## src/rtl/line_fill_unit_pkg.sv

```systemverilog
// Shared types and constants for the line fill unit: FSM states, default widths
// and the fixed bit positions inside an 8-byte line.
package line_fill_pkg;

  localparam int ADDR_W_DEF       = 32;
  localparam int WORD_W_DEF       = 32;
  localparam int LINE_W_DEF       = 2 * WORD_W_DEF;
  localparam int LINE_OFFSET_BITS = 3;
  localparam int WORD_SEL_BIT     = 2;

  typedef enum logic [2:0] {
    IDLE      = 3'd0,
    REQ_A     = 3'd1,
    REQ_B     = 3'd2,
    RESP      = 3'd3,
    WAIT_DROP = 3'd4
  } lfu_state_e;

endpackage

```

## src/rtl/line_fill_unit_if.sv

```systemverilog
// Cache-side miss/fill signals and backing-memory req/ack port of the line fill unit.
// slave = the fill unit's view, master = the cache/memory side driving it.
interface line_fill_unit_if
  import line_fill_pkg::*;
#(
  parameter int ADDR_W = ADDR_W_DEF,
  parameter int WORD_W = WORD_W_DEF
);
  logic                  arvalid;
  logic [ADDR_W-1:0]     addr_mm;
  logic [2*WORD_W-1:0]   data_mm;
  logic                  rvalid_mm;
  logic                  mem_req;
  logic [ADDR_W-1:0]     mem_addr;
  logic                  mem_ack;
  logic [WORD_W-1:0]     mem_rdata;
  logic                  busy;

  modport slave (
    input  arvalid, addr_mm, mem_ack, mem_rdata,
    output data_mm, rvalid_mm, mem_req, mem_addr, busy
  );

  modport master (
    output arvalid, addr_mm, mem_ack, mem_rdata,
    input  data_mm, rvalid_mm, mem_req, mem_addr, busy
  );
endinterface

```

## src/rtl/line_fill_unit.sv

```systemverilog
// Line fill unit: fetches the two 32-bit words of a missed 8-byte line and presents
// them as one 64-bit fill. Optional macro LINE_FILL_CRITICAL_WORD_FIRST_EN fetches the missed word first.
module line_fill_unit
  import line_fill_pkg::*;
#(
  parameter int ADDR_W = ADDR_W_DEF,
  parameter int WORD_W = WORD_W_DEF
) (
  input  logic               clk,
  input  logic               rst_n,
  line_fill_unit_if.slave    bus_io
);

  localparam int LINE_W = 2 * WORD_W;

  lfu_state_e          state_q, state_d;
  logic [ADDR_W-1:0]   line_addr_q, line_addr_d;
  logic [LINE_W-1:0]   data_q, data_d;
  logic                req_off;
  logic                first_off;

`ifdef LINE_FILL_CRITICAL_WORD_FIRST_EN
  logic                sel_q, sel_d;
  assign first_off = sel_q;
`else
  assign first_off = 1'b0;
`endif

  always_ff @(posedge clk or negedge rst_n) begin
    if (!rst_n) begin
      state_q     <= IDLE;
      line_addr_q <= '0;
      data_q      <= '0;
`ifdef LINE_FILL_CRITICAL_WORD_FIRST_EN
      sel_q       <= 1'b0;
`endif
    end else begin
      state_q     <= state_d;
      line_addr_q <= line_addr_d;
      data_q      <= data_d;
`ifdef LINE_FILL_CRITICAL_WORD_FIRST_EN
      sel_q       <= sel_d;
`endif
    end
  end

  always_comb begin
    state_d     = state_q;
    line_addr_d = line_addr_q;
    data_d      = data_q;
    req_off     = 1'b0;
`ifdef LINE_FILL_CRITICAL_WORD_FIRST_EN
    sel_d       = sel_q;
`endif
    case (state_q)
      IDLE: begin
        if (bus_io.arvalid) begin
          line_addr_d = {bus_io.addr_mm[ADDR_W-1:LINE_OFFSET_BITS], {LINE_OFFSET_BITS{1'b0}}};
`ifdef LINE_FILL_CRITICAL_WORD_FIRST_EN
          sel_d       = bus_io.addr_mm[WORD_SEL_BIT];
`endif
          state_d     = REQ_A;
        end
      end
      REQ_A, REQ_B: begin
        // REQ_B always fetches the word REQ_A did not; each word lands in its fixed half.
        req_off = (state_q == REQ_A) ? first_off : ~first_off;
        if (bus_io.mem_ack) begin
          if (req_off) data_d[WORD_W-1:0]      = bus_io.mem_rdata;
          else         data_d[LINE_W-1:WORD_W] = bus_io.mem_rdata;
          state_d = (state_q == REQ_A) ? REQ_B : RESP;
        end
      end
      RESP:      state_d = WAIT_DROP;
      WAIT_DROP: if (!bus_io.arvalid) state_d = IDLE;
      default:   state_d = IDLE;
    endcase
  end

  // Word select is OR-ed into a line-aligned address, so it can never carry out of the line.
  assign bus_io.mem_req   = (state_q == REQ_A) || (state_q == REQ_B);
  assign bus_io.mem_addr  = bus_io.mem_req ? (line_addr_q | (ADDR_W'(req_off) << WORD_SEL_BIT)) : '0;
  assign bus_io.rvalid_mm = (state_q == RESP);
  assign bus_io.busy      = (state_q != IDLE);
  assign bus_io.data_mm   = data_q;

endmodule

```

## src/flat_wrapper.sv

```systemverilog
// flat-port wrapper written by rule: the top's interface ports become plain ports
module line_fill_unit_flat import line_fill_pkg::*;
#(
  parameter int ADDR_W = ADDR_W_DEF,
  parameter int WORD_W = WORD_W_DEF
)
  (clk, rst_n, bus_io_arvalid, bus_io_addr_mm, bus_io_mem_ack, bus_io_mem_rdata, bus_io_data_mm, bus_io_rvalid_mm, bus_io_mem_req, bus_io_mem_addr, bus_io_busy);
  line_fill_unit_if #(.ADDR_W(ADDR_W), .WORD_W(WORD_W)) bus_io_i ();
  input  logic clk;
  input  logic rst_n;
  input wire logic [$bits(bus_io_i.arvalid)-1:0] bus_io_arvalid;
  input wire logic [$bits(bus_io_i.addr_mm)-1:0] bus_io_addr_mm;
  input wire logic [$bits(bus_io_i.mem_ack)-1:0] bus_io_mem_ack;
  input wire logic [$bits(bus_io_i.mem_rdata)-1:0] bus_io_mem_rdata;
  output wire logic [$bits(bus_io_i.data_mm)-1:0] bus_io_data_mm;
  output wire logic [$bits(bus_io_i.rvalid_mm)-1:0] bus_io_rvalid_mm;
  output wire logic [$bits(bus_io_i.mem_req)-1:0] bus_io_mem_req;
  output wire logic [$bits(bus_io_i.mem_addr)-1:0] bus_io_mem_addr;
  output wire logic [$bits(bus_io_i.busy)-1:0] bus_io_busy;
  assign bus_io_i.arvalid = bus_io_arvalid;
  assign bus_io_i.addr_mm = bus_io_addr_mm;
  assign bus_io_i.mem_ack = bus_io_mem_ack;
  assign bus_io_i.mem_rdata = bus_io_mem_rdata;
  assign bus_io_data_mm = bus_io_i.data_mm;
  assign bus_io_rvalid_mm = bus_io_i.rvalid_mm;
  assign bus_io_mem_req = bus_io_i.mem_req;
  assign bus_io_mem_addr = bus_io_i.mem_addr;
  assign bus_io_busy = bus_io_i.busy;
  line_fill_unit #(.ADDR_W(ADDR_W), .WORD_W(WORD_W)) u_core (.clk(clk), .rst_n(rst_n), .bus_io(bus_io_i));
endmodule
```

## config.mk

```make
export PLATFORM = sky130hd
export DESIGN_NAME = line_fill_unit_flat
export DESIGN_NICKNAME = d
export VERILOG_FILES = /design/src/rtl/line_fill_unit_pkg.sv /design/src/rtl/line_fill_unit_if.sv /design/src/rtl/line_fill_unit.sv /design/src/flat_wrapper.sv
export SDC_FILE = /design/constraint.sdc
export NUM_CORES = 1
export LEC_CHECK = 0
export BUFFER_PORTS_ARGS = -buffer_cell sky130_fd_sc_hd__buf_2
export CAP_MARGIN = 20
export CORE_AREA = 5 5 102 104
export CTS_CLUSTER_DIAMETER = 80
export DETAILED_ROUTE_END_ITERATION = 6
export DIE_AREA = 0 0 107 109
export PLACE_DENSITY = 0.77
export RECOVER_POWER = 100
export SLEW_MARGIN = 5
export SYNTH_ARGS = -nofsm -noshare
export SYNTH_HDL_FRONTEND = slang
export SYNTH_SLANG_ARGS = --single-unit
```

## constraint.sdc

```tcl
create_clock -name clk -period 1.7 [get_ports clk]
set_input_delay 0.34 -clock clk [delete_from_list [all_inputs] [get_ports clk]]
set_output_delay 0.34 -clock clk [all_outputs]
set_load 0.02 [all_outputs]
```

==> results of run 1 <==
[registers in the layout, summed over array words and instances (netlist names)]
signal / cells
u_core.bus_io.data_mm: 64
u_core.line_addr_q: 29
u_core.state_q: 3
[cells in the final DEF (no fill, tap or decap), types with 2 or more instances in the layout]
| cell type | count |
|---|---|
| clkbuf_8 | 9 |
| buf_4 | 29 |
| buf_12 | 3 |
| clkbuf_1 | 64 |
| clkinv_4 | 2 |
| clkbuf_2 | 7 |
| nor3b_2 | 21 |
| mux2_4 | 30 |
| mux2_1 | 25 |
| buf_2 | 69 |
| buf_6 | 7 |
| conb_1 | 2 |
| mux2_2 | 38 |
| clkinvlp_4 | 3 |
| dfrtp_1 | 93 |
| and4bb_1 | 2 |
| nor2_1 | 2 |
| nor3b_1 | 7 |
| dfrtp_2 | 3 |
[layer usage]
layer	vias to the layer above	track usage (%)
li1	1251	-
met1	1334	19.1
met2	118	25.6
met3	12	5.92
met4	0	6.03
met5	-	0
[stage by stage]
| step | TNS (ps) | total power, W | worst slack (ps) | instance area (sq um) |
|---|---|---|---|---|
| global route | -7940 | 0.0131 | -295 | 5440 |
| finish | -4470 | 0.0123 | -211 | 5440 |
| floorplan | -887 | 0.00826 | -30.6 | 4090 |
| CTS | -5630 | 0.0123 | -202 | 5390 |
| detailed placement | 0 | 0.0104 | 108 | 5040 |
| global placement | 0 | 0.0102 | 126 | 5040 |
[worst register-to-register path, delay by kind of cell, from the launching register on]
kind / cells / cell delay (ps)
DFF: 1 / 450
buffers and inverters: 3 / 490
muxes: 1 / 330
and+or+nand+nor: 1 / 280
[where the power goes]
group	switching, W	internal, W	total (W)
Clock	0.000840	0.000695	0.00154
Sequential	0.000594	0.00346	0.00405
Combinational	0.00368	0.00307	0.00674
Total	0.00511	0.00722	0.0123
[layout make-up]
| cell class | count | area (sq um) | area share (%) |
|---|---|---|---|
| flip-flops and latches | 96 | 2410 | 44.2 |
| multi-input cells | 140 | 1660 | 30.5 |
| repair buffers | 182 | 1030 | 18.9 |
| well taps | 114 | 143 | 2.62 |
| clock buffers | 9 | 124 | 2.28 |
| clock inverters | 7 | 81.3 | 1.49 |
[cell families (layout without fill, tap and decap cells)]
group	Yosys count	after routing	share of synthesized area, %
AOI/OAI and AO/OA	3	3	0.551
xor gates and xnor gates	1	1	0.214
buffers and inverters	22	198	4.14
DFF	96	96	58.8
muxes	93	93	28.4
other	1	2	0.0918
and+or+nand+nor	41	41	7.78
[how the worst min path moves through the flow]
stage / to / startpoint / slack [ps]
2_1_floorplan: u_core.bus_io.data_mm[0] / rst_n / 40
3_3_place_gp: u_core.bus_io.data_mm[12] / rst_n / 310
3_5_place_dp: u_core.bus_io.data_mm[11] / rst_n / 320
4_1_cts: u_core.line_addr_q[26] / bus_io_addr_mm[26] / 170
5_1_grt: u_core.line_addr_q[26] / bus_io_addr_mm[26] / 180
6_report: u_core.line_addr_q[26] / bus_io_addr_mm[26] / 200
[timing repair]
item                                    4_1_cts  5_1_grt
endpoints found under the hold margin        31        0
pin swaps                                     0        1
hold buffers                                  1        0
gates resized for setup                      30       33
buffers inserted                              3        2
cloned                                        0        1
endpoints found under the setup margin       33       59
==> run_results.csv, run 1 <==
group,metric,value,unit
die,core-area,9460,sq um
placed_design,io_buffers,161,
worst_setup_path,startpoint,"u_core.state_q[0]",
timing,final_max_slew_viol_count,0,
worst_setup_path,required,1360,ps
die,io_pins,167,
detailed_routing,finalWirelength,9280,um
synth,synth_cell_types,24,
timing,rsz0062_at_grt,"yes",
die,die_area,11700,sq um
pwr,ir_drop,1.22,mV
worst_setup_path,r2r_slack,40,ps
die,start_util,43.2,%
clock_network,insertion_delay,360,ps
worst_setup_path,crit_path_end,"bus_io_mem_addr[24]",
timing,slew_headroom,43.8,%
detailed_routing,num_vias,2715,
worst_setup_path,crit_chain,"xnor2_2 > buf_12 > nor3b_1 > buf_4",
synth,synth_area,4080,sq um
layout,drive_above_1_share,53.5,%
worst_setup_path,cpPeakStageDelay,450,ps
worst_setup_path,path_depth,4,
synth,yosys.area.top_type_share,58.8,%
timing,hold_viol,0,
worst_setup_path,cp-end-kind,"primary output",
synth,synth-seq-area-share,58.8,%
timing,fin_skew,8.78,ps
synth,yosys_warnings,0,
synth,synth_top_cell_by_area,"dfrtp_1",
clock_network,cts.sinks,96,
clock_network,htree_levels,3,
clock_network,cts_buffers,9,
detailed_routing,drt-pass1-iter-count,4,
timing,max_freq,0.523,GHz
worst_setup_path,r2r_start,"u_core.state_q[0]",
global_routing,antenna_found_initial,0,
worst_setup_path,r2r_cells,5,
worst_setup_path,cpMaxStageDelayCell,"dfrtp_2",
timing,post-route-worst-setup-slack,-211,ps
worst_setup_path,critPathLaunchType,"register",
run_status,outcome,"finished, violations left",
clock_network,cts.clk_slew.worst_paths,100,ps
clock_network,root_buffer,"clkbuf_8",
layout,stdcell_count,548,
placed_design,hpwl,6410,um
timing,tightestPinTransition,843,ps
die,die_h,109,um
synth,synth_most_common_cell,"dfrtp_1",
detailed_routing,wl_met1,3860,um
detailed_routing,highest_layer,"met4",
clock_network,cts_tree,"built",
placed_design,placed_cells_incl_taps,525,
detailed_routing,dr_wl_met3,909,um
worst_hold_path,holdCritPathClass,"input pin to register",
run_status,violations,"negative setup slack",
pwr,leakagePower,2.47,nW
die,die_x,107,um
layout,diodes,0,
layout,nNetsFinal,497,
synth,ys_async_sr_fraction,100,%
detailed_routing,drtIter0Drc,65,
flow_run,drv_cap,0,
global_routing,grt_overflow_total,0,
die,std_cell_rows,36,
timing,finalCritPeriodShare,112,%
detailed_routing,detail-route-antenna-nets,0,
synth,synth_common_cells,"dfrtp_1, mux2_2, mux2_4, nor3b_1, mux2_1",
global_routing,grt_pass1_wl,14500,um
detailed_routing,wire_per_inst,16.9,um
synth,ys_seq_elements,96,
timing,final-setup-viol-count,33,
worst_setup_path,critPathKind,"register to primary output",
timing,holdWs,196,ps
layout,areaGrowthSynthToFinish,33.2,%
synth,synth-edff-count,0,
timing,min_period,1910,ps
synth,syn_inst,257,
global_routing,grt_pass1_vias,2914,
synth,synth_top_cells_by_area,"dfrtp_1, mux2_4, mux2_2",
worst_setup_path,reg2reg_to,"u_core.line_addr_q[21]",
layout,fill_cells,789,
worst_setup_path,cp.arrival,1570,ps
detailed_routing,wl_met2,4370,um
synth,syn_area_per_cell,15.9,sq um
clock_network,clockBufferDepth,2,
global_routing,globalRouteTotalUtil,15.7,%
worst_setup_path,worst-path-buf-inv,2,
worst_setup_path,crit_family,"flip-flops",
worst_hold_path,min_path_cells,2,
worst_setup_path,cp_max_fo,24,
detailed_routing,drt_drc_violations_left,0,
placed_design,place.gp.congestion,0.695,
synth,yosys_most_used_dff,"dfrtp_1",
detailed_routing,vias_per_cell,4.95,
layout,fin_util,57.5,%
pwr,cellPowerDensity,2270,nW/um^2
global_routing,grt_max_degree,54,
Power figures use the tool's default switching activity.
==> inputs of run 2 (changes only) <==
- PLACE_DENSITY: 0.77 -> 0.74
==> run 2 against run 1 <==
  * The run still ends with negative setup slack left
  * Cell count is 1.3% higher
  * Die area unchanged
  * Power increased by 12%
  * Setup slack got worse by 15 ps
  * Clock power barely moved
  * Critical endpoint unchanged
  * Register-to-register slack got worse by 200 ps
==> run_results.csv, run 2 (same netlist as run 1, synthesis figures left out) <==
group,metric,value,unit
run_status,outcome,"finished, violations left",
run_status,violations,"negative setup slack",
die,die_area,11700,sq um
worst_setup_path,cpPeakStageDelay,480,ps
pwr,clkPwrFrac,11.2,%
worst_setup_path,cp.arrival,1590,ps
layout,drive_above_1_share,75.7,%
timing,final-setup-viol-count,93,
pwr,internal-power,0.00835,W
placed_design,place.gp.congestion,0.743,
timing,fin_skew,6.93,ps
detailed_routing,wire_per_inst,19.1,um
clock_network,root_buffer,"clkbuf_8",
global_routing,globalRouteTotalUtil,16.4,%
placed_design,io_buffers,161,
detailed_routing,vias_per_cell,5.08,
worst_setup_path,r2r_slack,-160,ps
detailed_routing,finalWirelength,10600,um
placed_design,hpwl,6530,um
clock_network,clockBufferDepth,2,
worst_setup_path,cpMaxStageDelayCell,"dfrtp_2",
clock_network,cts.sinks,96,
worst_setup_path,r2r_start,"u_core.state_q[1]",
clock_network,cts_tree,"built",
pwr,seqPwrFrac,30.0,%
die,io_pins,167,
worst_setup_path,critPathKind,"register to primary output",
worst_setup_path,cp-end-kind,"primary output",
global_routing,grt_pass1_vias,2963,
layout,areaGrowthSynthToFinish,44.7,%
worst_setup_path,crit_chain,"xnor2_4 > clkbuf_16 > nor3b_2 > buf_4",
worst_setup_path,reg2reg_to,"u_core.line_addr_q[6]",
detailed_routing,drt-pass1-iter-count,4,
layout,diodes,0,
timing,final_max_slew_viol_count,0,
global_routing,grt_pass1_wl,15000,um
detailed_routing,num_vias,2820,
timing,rsz0062_at_grt,"yes",
layout,largest_register_ffs,64,
clock_network,insertion_delay,360,ps
global_routing,grt_overflow_total,0,
clock_network,cts_buffers,9,
flow_run,drv_cap,0,
detailed_routing,drtIter0Drc,93,
worst_hold_path,holdCritPathClass,"input pin to register",
pwr,ir_drop,1.35,mV
layout,final_common_cell,"buf_2",
layout,fill_cells,724,
timing,max_freq,0.519,GHz
worst_setup_path,critPathLaunchType,"register",
pwr,power,0.0138,W
die,die_h,109,um
clock_network,cts.clk_slew.worst_paths,100,ps
die,std_cell_rows,36,
layout,mostFrequentLayoutCells,"buf_2, dfrtp_1, mux2_4",
timing,min_period,1930,ps
worst_setup_path,required,1360,ps
pwr,cellPowerDensity,2330,nW/um^2
die,start_util,43.2,%
pwr,switching_share,39.3,%
worst_setup_path,r2r_cells,6,
worst_setup_path,crit_path_end,"bus_io_mem_addr[24]",
worst_setup_path,cp_max_fo,15,
timing,tightestPinTransition,1040,ps
die,die_x,107,um
pwr,leakagePower,2.87,nW
timing,slew_headroom,30.3,%
timing,hold_viol,0,
global_routing,grt_max_degree,55,
layout,nNetsFinal,505,
die,core-area,9460,sq um
detailed_routing,drt_drc_violations_left,0,
worst_setup_path,startpoint,"u_core.state_q[1]",
timing,finalCritPeriodShare,113,%
global_routing,antenna_found_initial,0,
pwr,power.switching,0.00540,W
clock_network,htree_levels,3,
timing,fin_tns_setup,-11240,ps
pwr,combPwrFrac,58.8,%
timing,post-route-worst-setup-slack,-226,ps
detailed_routing,detail-route-antenna-nets,0,
==> run 2: cell types whose count changed in the layout (fill, tap and decap cells not counted), sizes merged <==
cell | before | now
buf | 109 | 180
clkbuf | 81 | 19
bufbuf | 0 | 1
clkinv | 2 | 1
clkinvlp | 3 | 2
inv | 1 | 0
==> run 2: worst min path at each step <==
stage,from,end,slack [ps],depth (start not counted)
after floorplan,rst_n,u_core.bus_io.data_mm[0],40,0
after global placement,rst_n,u_core.bus_io.data_mm[52],340,2
after detailed placement,rst_n,u_core.bus_io.data_mm[52],350,2
after CTS,bus_io_addr_mm[29],u_core.line_addr_q[29],180,2
after global routing,bus_io_addr_mm[29],u_core.line_addr_q[29],180,2
final,bus_io_addr_mm[29],u_core.line_addr_q[29],210,2
==> run 2: power by group through the flow <==
stage,Sequential (W),Clock [W],Combinational (W)
finish,0.00412,0.00154,0.00809
detailed placement,0.00411,0,0.00625
global placement,0.00403,0,0.00613
global route,0.00426,0.00170,0.00852
CTS,0.00406,0.00158,0.00686
floorplan,0.00494,0,0.00332
==> run 2: repair_timing <==
item                                   4_1_cts  5_1_grt
gates resized for setup                     34       81
setup endpoints to repair                   33       45
hold buffers                                 1        0
endpoints found under the hold margin       96        0
setup buffers                                5        4
cloned                                       2        5
pin swaps                                    1        3
==> run 2: final cells by class <==
class | count | area [sq um] | area share, %
flip-flops and latches | 96 | 2410 | 40.7
clock buffers | 11 | 151 | 2.56
repair buffers | 190 | 1330 | 22.5
multi-input cells | 140 | 1830 | 30.9
well taps | 114 | 143 | 2.41
clock inverters | 4 | 53.8 | 0.910
==> run 2: critical path: cells and delay by family (launching register included) <==
family                 cells  cell delay [ps]
XOR/XNOR                   1              180
buffers and inverters      2              370
flip-flops                 1              480
AND/OR/NAND/NOR            1              200
==> run 2: stage by stage <==
| stage | cells | util (%) | area, sq um | setup WS, ps | hold WS (ps) |
|---|---|---|---|---|---|
| after CTS | 546 | 57.9 | 5480 | -182 | 175 |
| after floorplan | 258 | - | 4090 | -30.6 | 44.4 |
| after global placement | 523 | 53.3 | 5040 | 128 | 343 |
| final | 555 | 62.5 | 5910 | -226 | 208 |
| after global routing | 555 | 62.5 | 5910 | -301 | 184 |
| after detailed placement | 523 | 53.3 | 5040 | 96.2 | 347 |
==> run 2: per-layer routing <==
| layer | GRT usage, % | vias up | wire length (um) |
|---|---|---|---|
| met1 | 20.1 | 1425 | 4350 |
| met5 | 0 | - | 0 |
| met3 | 4.85 | 16 | 778 |
| met4 | 6.21 | 0 | 163 |
| li1 | - | 1259 | - |
| met2 | 27.7 | 120 | 5300 |
